===== src/rtl/bitmap_header_stripper.sv =====
// bitmap_header_stripper
//   Removes the fixed-length BMP header (file header + DIB header) from every
//   AXI-Stream packet and realigns the pixel payload so that its first byte
//   lands in byte lane 0. The output feeds bitmap_to_tensor directly.
//
// Ports
//   axis_aclk, axis_resetn        clock, asynchronous active-low reset
//   axis_input_t*                 raw BMP packet stream (tdata/tkeep/tuser/tvalid/tready/tlast)
//   axis_output_t*                realigned pixel stream; tuser is the value seen
//                                 on the first input beat of the packet
module bitmap_header_stripper #(
  parameter int TDATA_WIDTH  = 256,
  parameter int TUSER_WIDTH  = 128,
  parameter int HEADER_BYTES = 54
) (
  input  logic                       axis_aclk,
  input  logic                       axis_resetn,
  input  logic [TDATA_WIDTH-1:0]     axis_input_tdata,
  input  logic [TDATA_WIDTH/8-1:0]   axis_input_tkeep,
  input  logic [TUSER_WIDTH-1:0]     axis_input_tuser,
  input  logic                       axis_input_tvalid,
  output logic                       axis_input_tready,
  input  logic                       axis_input_tlast,
  output logic [TDATA_WIDTH-1:0]     axis_output_tdata,
  output logic [TDATA_WIDTH/8-1:0]   axis_output_tkeep,
  output logic [TUSER_WIDTH-1:0]     axis_output_tuser,
  output logic                       axis_output_tvalid,
  input  logic                       axis_output_tready,
  output logic                       axis_output_tlast
);

  localparam int TKEEP_WIDTH = TDATA_WIDTH / 8;
  localparam int B           = TKEEP_WIDTH;
  localparam int SKIP_BEATS  = HEADER_BYTES / TKEEP_WIDTH;
  localparam int OFFSET      = HEADER_BYTES % TKEEP_WIDTH;
  // Bytes of a beat that spill over into the next output beat.
  localparam int RES_BYTES   = B - OFFSET;
  localparam int CNT_W       = $clog2(SKIP_BEATS + 2);
  localparam int NW          = $clog2(B + 1);

  typedef enum logic [1:0] {SKIP, ALIGN, STREAM, FLUSH} state_t;

  // With no whole header beats the packet starts directly in ALIGN.
  localparam state_t START = (SKIP_BEATS > 0) ? SKIP : ALIGN;

  state_t                  state, state_n;
  logic [CNT_W-1:0]        cnt, cnt_n;
  logic                    sop, sop_n;
  logic [TUSER_WIDTH-1:0]  user_q, user_n;
  logic [8*RES_BYTES-1:0]  residue, res_n;
  logic [NW-1:0]           rcnt, rcnt_n;

  logic [NW-1:0]           n_bytes;
  logic [8*RES_BYTES-1:0]  in_tail;
  logic [TDATA_WIDTH-1:0]  joined;

  logic                    load;
  logic [TDATA_WIDTH-1:0]  ld_data;
  logic [B-1:0]            ld_keep;
  logic [TUSER_WIDTH-1:0]  ld_user;
  logic                    ld_last;
  logic                    packet_end;

  logic                    out_free;
  logic                    in_fire;

  function automatic logic [B-1:0] low_mask(input logic [NW-1:0] n);
    logic [B-1:0] m;
    for (int i = 0; i < B; i++) m[i] = (i < int'(n));
    return m;
  endfunction

  assign out_free          = !axis_output_tvalid || axis_output_tready;
  assign axis_input_tready = axis_resetn && (state != FLUSH) && out_free;
  assign in_fire           = axis_input_tvalid && axis_input_tready;

  // Byte-lane plumbing: beat byte count, the tail that becomes the residue,
  // and the realigned beat (residue low, head of the new beat high).
  always_comb begin
    n_bytes = '0;
    for (int i = 0; i < B; i++) n_bytes = n_bytes + NW'(axis_input_tkeep[i]);

    in_tail = '0;
    for (int j = 0; j < RES_BYTES; j++)
      in_tail[8*j +: 8] = axis_input_tdata[8*(j + OFFSET) +: 8];

    joined = '0;
    for (int i = 0; i < B; i++) begin
      if (i < RES_BYTES)
        joined[8*i +: 8] = residue[8*((i < RES_BYTES) ? i : 0) +: 8];
      else
        joined[8*i +: 8] = axis_input_tdata[8*((i >= RES_BYTES) ? (i - RES_BYTES) : 0) +: 8];
    end
  end

  // Next-state and output-register load decisions.
  always_comb begin
    state_n    = state;
    cnt_n      = cnt;
    sop_n      = sop;
    user_n     = user_q;
    res_n      = residue;
    rcnt_n     = rcnt;
    load       = 1'b0;
    ld_data    = '0;
    ld_keep    = '0;
    ld_last    = 1'b0;
    ld_user    = sop ? axis_input_tuser : user_q;
    packet_end = 1'b0;

    if (in_fire) begin
      sop_n = 1'b0;
      if (sop) user_n = axis_input_tuser;
    end

    case (state)
      SKIP: begin
        if (in_fire) begin
          if (axis_input_tlast) begin
            packet_end = 1'b1;
          end else begin
            cnt_n = cnt + CNT_W'(1);
            if (int'(cnt) + 1 == SKIP_BEATS) state_n = ALIGN;
          end
        end
      end

      ALIGN: begin
        if (in_fire) begin
          if (OFFSET == 0) begin
            load    = 1'b1;
            ld_data = axis_input_tdata;
            ld_keep = axis_input_tkeep;
            ld_last = axis_input_tlast;
            if (axis_input_tlast) packet_end = 1'b1;
          end else begin
            res_n  = in_tail;
            rcnt_n = (int'(n_bytes) > OFFSET) ? (n_bytes - NW'(OFFSET)) : '0;
            if (!axis_input_tlast) begin
              state_n = STREAM;
            end else begin
              packet_end = 1'b1;
              // A last beat that ends inside the header yields nothing at all.
              if (int'(n_bytes) > OFFSET) begin
                load    = 1'b1;
                ld_data = TDATA_WIDTH'(in_tail);
                ld_keep = low_mask(n_bytes - NW'(OFFSET));
                ld_last = 1'b1;
              end
            end
          end
        end
      end

      STREAM: begin
        if (in_fire) begin
          load    = 1'b1;
          ld_data = joined;
          res_n   = in_tail;
          if (!axis_input_tlast) begin
            ld_keep = '1;
          end else if (int'(n_bytes) <= OFFSET) begin
            ld_keep    = low_mask(NW'(RES_BYTES) + n_bytes);
            ld_last    = 1'b1;
            packet_end = 1'b1;
          end else begin
            // Tail bytes overflow this beat; one extra beat drains them.
            ld_keep = '1;
            rcnt_n  = n_bytes - NW'(OFFSET);
            state_n = FLUSH;
          end
        end
      end

      FLUSH: begin
        if (out_free) begin
          load       = 1'b1;
          ld_data    = TDATA_WIDTH'(residue);
          ld_keep    = low_mask(rcnt);
          ld_last    = 1'b1;
          packet_end = 1'b1;
        end
      end

      default: state_n = START;
    endcase

    if (packet_end) begin
      state_n = START;
      cnt_n   = '0;
      sop_n   = 1'b1;
    end

    // Lanes outside tkeep are driven as zero.
    for (int i = 0; i < B; i++)
      if (!ld_keep[i]) ld_data[8*i +: 8] = 8'h00;
  end

  always_ff @(posedge axis_aclk or negedge axis_resetn) begin
    if (!axis_resetn) begin
      state              <= START;
      cnt                <= '0;
      sop                <= 1'b1;
      user_q             <= '0;
      residue            <= '0;
      rcnt               <= '0;
      axis_output_tvalid <= 1'b0;
      axis_output_tdata  <= '0;
      axis_output_tkeep  <= '0;
      axis_output_tuser  <= '0;
      axis_output_tlast  <= 1'b0;
    end else begin
      state   <= state_n;
      cnt     <= cnt_n;
      sop     <= sop_n;
      user_q  <= user_n;
      residue <= res_n;
      rcnt    <= rcnt_n;
      if (load) begin
        axis_output_tvalid <= 1'b1;
        axis_output_tdata  <= ld_data;
        axis_output_tkeep  <= ld_keep;
        axis_output_tuser  <= ld_user;
        axis_output_tlast  <= ld_last;
      end else if (axis_output_tready) begin
        axis_output_tvalid <= 1'b0;
      end
    end
  end

endmodule


===== config.mk =====
export PLATFORM = sky130hd
export DESIGN_NAME = bitmap_header_stripper
export DESIGN_NICKNAME = d
export VERILOG_FILES = /design/src/rtl/bitmap_header_stripper.sv
export SDC_FILE = /design/constraint.sdc
export NUM_CORES = 1
export LEC_CHECK = 0
export CORE_AREA = 2 2 324 326
export DETAILED_ROUTE_END_ITERATION = 6
export DIE_AREA = 0 0 326 328
export RECOVER_POWER = 50
export SLEW_MARGIN = 20
export SYNTH_ARGS = -nofsm -noshare
export SYNTH_HDL_FRONTEND = slang
export SYNTH_SLANG_ARGS = --single-unit
export TNS_END_PERCENT = 100

===== constraint.sdc =====
create_clock -name axis_aclk -period 2.8 [get_ports axis_aclk]
set_input_delay 0.28 -clock axis_aclk [delete_from_list [all_inputs] [get_ports axis_aclk]]
set_output_delay 0.28 -clock axis_aclk [all_outputs]
set_load 0.005 [all_outputs]

==> impl_metrics.py, run 1 <==
metrics = {
    "run_status": {
        "result_of_the_run": "finished with violations",
        "failing_checks": "negative setup slack",
    },
    "final_layout": {
        "post_route_cells_drive_above_1_share_pct": 29.08,
        "final_net_count": 3820,
        "fillers": 9379,
        "most-common-layout-cells": "sky130_fd_sc_hd__clkdlybuf4s50_1, sky130_fd_sc_hd__dfrtp_1, sky130_fd_sc_hd__mux2_2, sky130_fd_sc_hd__buf_4, sky130_fd_sc_hd__mux2i_1",
        "post_route_insts_no_fill": 4808,
        "area_growth_syn_to_layout_pct": 65.50,
        "layout.cells.most_common": "sky130_fd_sc_hd__clkdlybuf4s50_1",
    },
    "grt": {
        "grt_antenna_before_repair": 18,
        "globalRouteTotalUtil_pct": 18.98,
        "grt_pass1_wl_mm": 153.1,
        "pin_count_of_the_biggest_net_entering_global_routing": 144,
        "grt_pass1_vias": 23002,
        "global_route.overflow_total": 0,
    },
    "place": {
        "port_buffers": 839,
        "detailedPlacementHpwl_mm": 75.02,
        "gp_routability_congestion": 0.8971,
        "detailedPlace.worstSlack_ps": -4130,
        "dp_cell_count": 4542,
    },
    "sta": {
        "slew_headroom_pct": 7.603,
        "min_period_ps": 5796,
        "finalSetupViolations": 429,
        "fmaxAchievable_ghz": 0.1725,
        "fin_skew_ps": 15.21,
        "timing.final.ws_setup_ps": -2996,
        "max_slew_violation_total_from_the_final_report": 0,
        "tns_ps": -1225550,
        "finalHoldViolations": 0,
        "worst-slew-pin-transition_ps": 1386,
        "rsz0062_at_grt": "yes",
        "timing.hold.ws_ps": 228.0,
        "period_share_pct": 207.0,
    },
    "detailed_routing": {
        "drcViolationCount": 0,
        "dr.first_iter.drc_count": 1541,
        "route.antenna.remaining_nets": 0,
        "viasPerCell": 4.835,
        "detailedRoute.firstPassIterationCount": 5,
        "wl_mm": 111.1,
        "routed_wl_per_cell_um": 23.11,
        "via_count": 23249,
    },
    "synth": {
        "postSynthRegisterBits": 637,
        "synth_flop_type": "sky130_fd_sc_hd__dfrtp_1",
        "synth.lib_cells_used.distinct": 73,
        "syn_area_per_cell_um2": 12.06,
        "synth_edf_count": 0,
        "synthCells": 2284,
        "mappedNetlistArea_um2": 27550,
        "postSynthNetCount": 2742,
        "ys_warn_count": 0,
        "asyncSetResetFlopFracSynth_pct": 100.0,
        "synth.yosys.seq_area_share_pct": 57.87,
    },
    "hold_path": {
        "hold_class": "input port to flip-flop",
    },
    "floorplanning": {
        "x_dimension_of_the_die_um": 326,
        "core_region_area_um2": 103200,
        "design.die.area_um2": 106900,
        "core.rowCount": 118,
        "ioPinCount": 840,
        "initial_utilization_pct": 26.69,
        "die_h_um": 328,
    },
    "setup_path": {
        "kind_of_capture_point_of_the_worst_setup_path": "flip-flop",
        "critical_path_max_stage_delay_ps": 530,
        "cp.required_ps": 3340,
        "critPathTopFamily": "adder cells",
        "worst-setup-path-type": "input port to flip-flop",
        "critPathLaunchType": "input port",
        "peak_fanout_along_the_critical_path": 4,
        "critPathBufInv": 10,
        "crit_arrival_ps": 6330,
        "worst_path_max_delay_cell": "sky130_fd_sc_hd__fa_2",
    },
    "power": {
        "ir_worst_vdd_mv": 2.279,
        "power_density_nw_per_um2": 1325,
        "power_leakage_nw": 19.64,
    },
    "clocking": {
        "cts_made_buffers": 76,
        "path_clk_slew_ps": 60,
        "clock-sinks": 637,
        "clock_insertion_delay_worst_skew_ps": 650,
        "clock_tree.root_cell": "sky130_fd_sc_hd__clkbuf_16",
        "htreeDepth": 3,
        "cts_tree": "yes",
        "cts-root-to-sink-buffers": 3,
    },
    "flow_run": {
        "maxCapViolCount": 0,
    },
}
[repair_timing]
item / CTS / global route
endpoints found under the setup margin: 429 / 429
endpoints found under the hold margin: 89 / 0
pin swaps: 79 / 205
gates resized for setup: 147 / 464
hold buffers: 1 / 0
cloned: 19 / 42
setup buffers: 26 / 44
[cell families after synthesis]
logic type | count (synthesis) | share of synthesized area [%]
AO/OA/AOI/OAI | 599 | 15.66
AND/OR/NAND/NOR | 421 | 6.481
buffers and inverters | 231 | 3.520
adder cells (fa/ha/maj) | 37 | 2.335
flip-flops | 637 | 57.87
multiplexers | 353 | 13.89
XOR/XNOR | 6 | 0.2453
[metrics by stage]
stage                     power (W)  cell area (µm²)  util (%)
after CTS                   0.05577            42960     41.62
final                       0.06043            45590     44.18
after detailed placement    0.04362            39390     38.16
after global routing        0.06365            45590     44.17
after global placement      0.04347            39390     38.16
after floorplan             0.02832            27900         -
[power by group]
part	switching (W)	total (W)	leakage (nW)	internal, W
logic	0.0180	0.0362	10.1	0.0183
clock network	0.00414	0.0102	1.25	0.00607
registers	0.00183	0.0140	8.32	0.0121
[synth_stat cells, types with 10 or more instances]
library cell / n / area share [%]
sky130_fd_sc_hd__ha_1: 13 / 0.59
sky130_fd_sc_hd__dfrtp_1: 636 / 58
sky130_fd_sc_hd__a22oi_1: 82 / 2.2
sky130_fd_sc_hd__clkbuf_1: 106 / 1.4
sky130_fd_sc_hd__fa_1: 24 / 1.7
sky130_fd_sc_hd__a22o_1: 56 / 1.8
sky130_fd_sc_hd__buf_2: 49 / 0.89
sky130_fd_sc_hd__o21ai_0: 176 / 3.2
sky130_fd_sc_hd__o22ai_1: 10 / 0.23
sky130_fd_sc_hd__nand2_1: 208 / 2.8
sky130_fd_sc_hd__a31oi_1: 11 / 0.25
sky130_fd_sc_hd__nand3_1: 10 / 0.18
sky130_fd_sc_hd__nor2_1: 152 / 2.1
sky130_fd_sc_hd__mux2i_1: 131 / 4.8
sky130_fd_sc_hd__a21oi_1: 84 / 1.5
sky130_fd_sc_hd__a32o_1: 121 / 4.4
sky130_fd_sc_hd__inv_1: 63 / 0.86
sky130_fd_sc_hd__mux2_2: 218 / 8.9
[worst paths after layout]
path                                            start                      to  slack (ps)  cells after the start
worst min register to register  axis_output_tuser[50]   axis_output_tuser[50]         480                      2
worst max register to register               state[0]    axis_output_tkeep[1]         -70                     14
worst min-delay path             axis_input_tdata[77]  axis_output_tdata[157]         230                      2
max in group asynchronous                 axis_resetn             residue[60]         130                      4
min in group asynchronous                 axis_resetn               user_q[0]        1120                      3
worst max-delay path             axis_input_tkeep[21]  axis_output_tdata[128]       -3000                     25
[sequential cells by signal, summed over array words and instances, names as in the netlist]
signal	flops
axis_output_tdata	256
axis_output_tuser	128
user_q	128
residue	80
axis_output_tkeep	32
rcnt	6
cnt	2
state	2
axis_output_tlast	1
axis_output_tvalid	1
sop	1
[layer usage]
metal	global-route usage [%]	up-vias	wire length [µm]
li1	-	10467	-
met1	22.77	11735	43650
met2	32.01	840	55390
met3	5.411	199	7790
met4	7.594	8	4243
met5	0	-	49
[layout make-up]
class                      instances  area, µm²  share of cell area, %
sequential                       637      15950                  34.97
timing repair buffer            1166      12890                  28.27
multi-input combinational       1418      12230                  26.83
clock buffer                     110       2222                  4.874
tap                             1380       1727                  3.787
clock inverter                    24      314.1                 0.6888
inverter                          63      236.5                 0.5187
antenna                           10      25.02                0.05489
Note: power is estimated with default switching activity, not from simulation.
==> run 2: changes to the inputs <==
- RECOVER_POWER: 50 -> not set
- SKIP_LAST_GASP: not set -> 1
==> run 2 against run 1 <==
  * The run still ends with negative setup slack left
  * Sequential share of layout area up 0.11 points
  * Clock-buffer cell count unchanged
  * Sequential power barely moved
  * Via count barely moved
  * First-iteration DRC count decreased by 4.2%
  * Critical path type unchanged
==> impl_metrics.py, run 2 (synthesis results as in run 1) <==
metrics = {
    "run_status": {
        "result_of_the_run": "finished with violations",
        "failing_checks": "negative setup slack",
    },
    "setup_path": {
        "timing.reg2reg.worst_path_depth": 15,
        "kind_of_capture_point_of_the_worst_setup_path": "flip-flop",
        "cp.required_ps": 3320,
        "crit_arrival_ps": 6310,
        "peak_fanout_along_the_critical_path": 8,
        "critPathLaunchType": "input port",
        "worst-setup-path-type": "input port to flip-flop",
    },
    "sta": {
        "min_period_ps": 5795,
        "worst-slew-pin-transition_ps": 952.2,
        "period_share_pct": 207.0,
        "max_slew_violation_total_from_the_final_report": 0,
        "finalSetupViolations": 429,
        "timing.final.ws_setup_ps": -2995,
        "slew_headroom_pct": 36.52,
        "rsz0062_at_grt": "yes",
        "finalHoldViolations": 0,
        "fmaxAchievable_ghz": 0.1726,
        "fin_skew_ps": 16.38,
    },
    "detailed_routing": {
        "drcViolationCount": 0,
        "wl_mm": 111.9,
        "routed_wl_per_cell_um": 23.26,
        "dr.first_iter.drc_count": 1476,
        "detailedRoute.firstPassIterationCount": 5,
        "route.antenna.remaining_nets": 0,
        "via_count": 23256,
        "viasPerCell": 4.832,
    },
    "power": {
        "p_seq_share_pct": 23.7,
        "p_sw_share_pct": 39.17,
        "power_switching_w": 0.02295,
        "combPwrFrac_pct": 58.8,
        "ir_worst_vdd_mv": 2.207,
        "power_density_nw_per_um2": 1289,
        "intPower_w": 0.03564,
        "power_leakage_nw": 19.60,
        "pwr-share-clk_pct": 17.5,
    },
    "grt": {
        "grt_pass1_wl_mm": 153.1,
        "global_route.overflow_total": 0,
        "grt_pass1_vias": 23011,
        "grt_antenna_before_repair": 18,
        "globalRouteTotalUtil_pct": 18.97,
        "pin_count_of_the_biggest_net_entering_global_routing": 144,
    },
    "floorplanning": {
        "core_region_area_um2": 103200,
        "x_dimension_of_the_die_um": 326,
        "ioPinCount": 840,
        "design.die.area_um2": 106900,
        "core.rowCount": 118,
        "die_h_um": 328,
        "initial_utilization_pct": 26.69,
    },
    "hold_path": {
        "worst_hold_path.num_cells": 2,
        "hold_class": "input port to flip-flop",
    },
    "clocking": {
        "cts-root-to-sink-buffers": 3,
        "clock_insertion_delay_worst_skew_ps": 650,
        "path_clk_slew_ps": 60,
        "htreeDepth": 3,
        "cts_tree": "yes",
        "clock-sinks": 637,
        "clock_tree.root_cell": "sky130_fd_sc_hd__clkbuf_16",
        "cts_made_buffers": 76,
    },
    "final_layout": {
        "final_net_count": 3825,
        "biggestRegsByFlops": "axis_output_tdata: 256 flops, axis_output_tuser: 128 flops, user_q: 128 flops",
        "final_core_util_pct": 44.03,
        "multi_input_comb_area_um2": 11930,
        "post_route_cells_drive_above_1_share_pct": 27.49,
        "fillers": 9416,
        "layout.cells.most_common": "sky130_fd_sc_hd__clkdlybuf4s50_1",
        "most-common-layout-cells": "sky130_fd_sc_hd__clkdlybuf4s50_1, sky130_fd_sc_hd__dfrtp_1, sky130_fd_sc_hd__mux2_2, sky130_fd_sc_hd__nand2_1, sky130_fd_sc_hd__buf_4",
        "largest_register_ffs": 256,
        "area_growth_syn_to_layout_pct": 64.96,
        "final-seq-area_um2": 15950,
        "post-route-cell-area_um2": 45440,
        "regMostFlops": "axis_output_tdata",
    },
    "place": {
        "gp_routability_congestion": 0.8971,
        "port_buffers": 839,
        "postPlaceCellArea_um2": 39390,
        "detailedPlacementHpwl_mm": 75.02,
    },
    "flow_run": {
        "maxCapViolCount": 0,
    },
}
## run 2: repair_timing
item / in CTS / in global routing
gates resized for setup: 127 / 343
pin swaps: 62 / 163
setup endpoints to repair: 429 / 429
hold buffers: 1 / 0
gates cloned: 19 / 50
endpoints found under the hold margin: 89 / 0
buffers inserted: 26 / 39
## run 2: path summary, 6_finish.rpt
check / start / endpoint / slack, ps
max: axis_input_tkeep[21] / axis_output_tkeep[12] / -3000
min: axis_input_tdata[77] / axis_output_tdata[157] / 230
max reg2reg: state[0] / axis_output_tdata[12] / -40
min reg2reg: axis_output_tuser[43] / axis_output_tuser[43] / 480
max in group asynchronous: axis_resetn / residue[60] / 1110
min in group asynchronous: axis_resetn / user_q[0] / 370
## run 2: critical path, stage by stage
cell                        delay, ps
sky130_fd_sc_hd__buf_6             90
sky130_fd_sc_hd__fa_1             520
sky130_fd_sc_hd__inv_1             50
sky130_fd_sc_hd__fa_2             530
sky130_fd_sc_hd__fa_1             440
sky130_fd_sc_hd__fa_1             530
sky130_fd_sc_hd__fa_1             430
sky130_fd_sc_hd__fa_1             510
sky130_fd_sc_hd__inv_2             40
sky130_fd_sc_hd__ha_4             160
sky130_fd_sc_hd__fa_2             440
sky130_fd_sc_hd__xor2_4           230
sky130_fd_sc_hd__ha_4             190
sky130_fd_sc_hd__inv_2             40
sky130_fd_sc_hd__o211ai_1         220
sky130_fd_sc_hd__nand2_2          130
sky130_fd_sc_hd__o2111ai_4        320
sky130_fd_sc_hd__a21oi_2           70
sky130_fd_sc_hd__or3_4            420
sky130_fd_sc_hd__a221o_2          400
sky130_fd_sc_hd__mux2_4           280
## run 2: power by group through the flow
stage / Combinational [W] / Sequential [W] / Clock, W
after floorplan: 0.0147 / 0.0136 / 0
after global placement: 0.0297 / 0.0138 / 0
after detailed placement: 0.0298 / 0.0139 / 0
after CTS: 0.0315 / 0.0138 / 0.0105
after global routing: 0.0368 / 0.0142 / 0.0108
final: 0.0345 / 0.0139 / 0.0102
## run 2: area by class of cell
| class | count | share of cell area (%) |
|---|---|---|
| Inverter | 63 | 0.5204 |
| Multi-Input combinational cell | 1418 | 26.26 |
| Clock inverter | 24 | 0.6911 |
| Antenna cell | 10 | 0.05507 |
| Sequential cell | 637 | 35.09 |
| Clock buffer | 110 | 4.890 |
| Timing Repair Buffer | 1171 | 28.70 |
| Tap cell | 1380 | 3.800 |
## run 2: per-stage QoR
step / power [W] / instances / worst slack (ps) / setup TNS [ps] / hold slack (ps)
3_5_place_dp: 0.04362 / 4542 / -4130 / -1667570 / 456.0
2_1_floorplan: 0.02832 / 2284 / -3333 / -1323680 / -15.59
4_1_cts: 0.05569 / 4722 / -2951 / -1202770 / 178.1
6_report: 0.05859 / 4813 / -2995 / -1233440 / 232.6
3_3_place_gp: 0.04347 / 4542 / -4079 / -1660090 / 459.1
5_1_grt: 0.06185 / 4812 / -3150 / -1302430 / 203.0
## run 2: routing by layer
| metal | routed length, µm | GRT usage [%] | vias to the layer above |
|---|---|---|---|
| li1 | - | - | 10491 |
| met1 | 43810 | 22.75 | 11708 |
| met2 | 55890 | 31.99 | 841 |
| met3 | 7738 | 5.447 | 208 |
| met4 | 4459 | 7.614 | 8 |
| met5 | 49 | 0 | - |
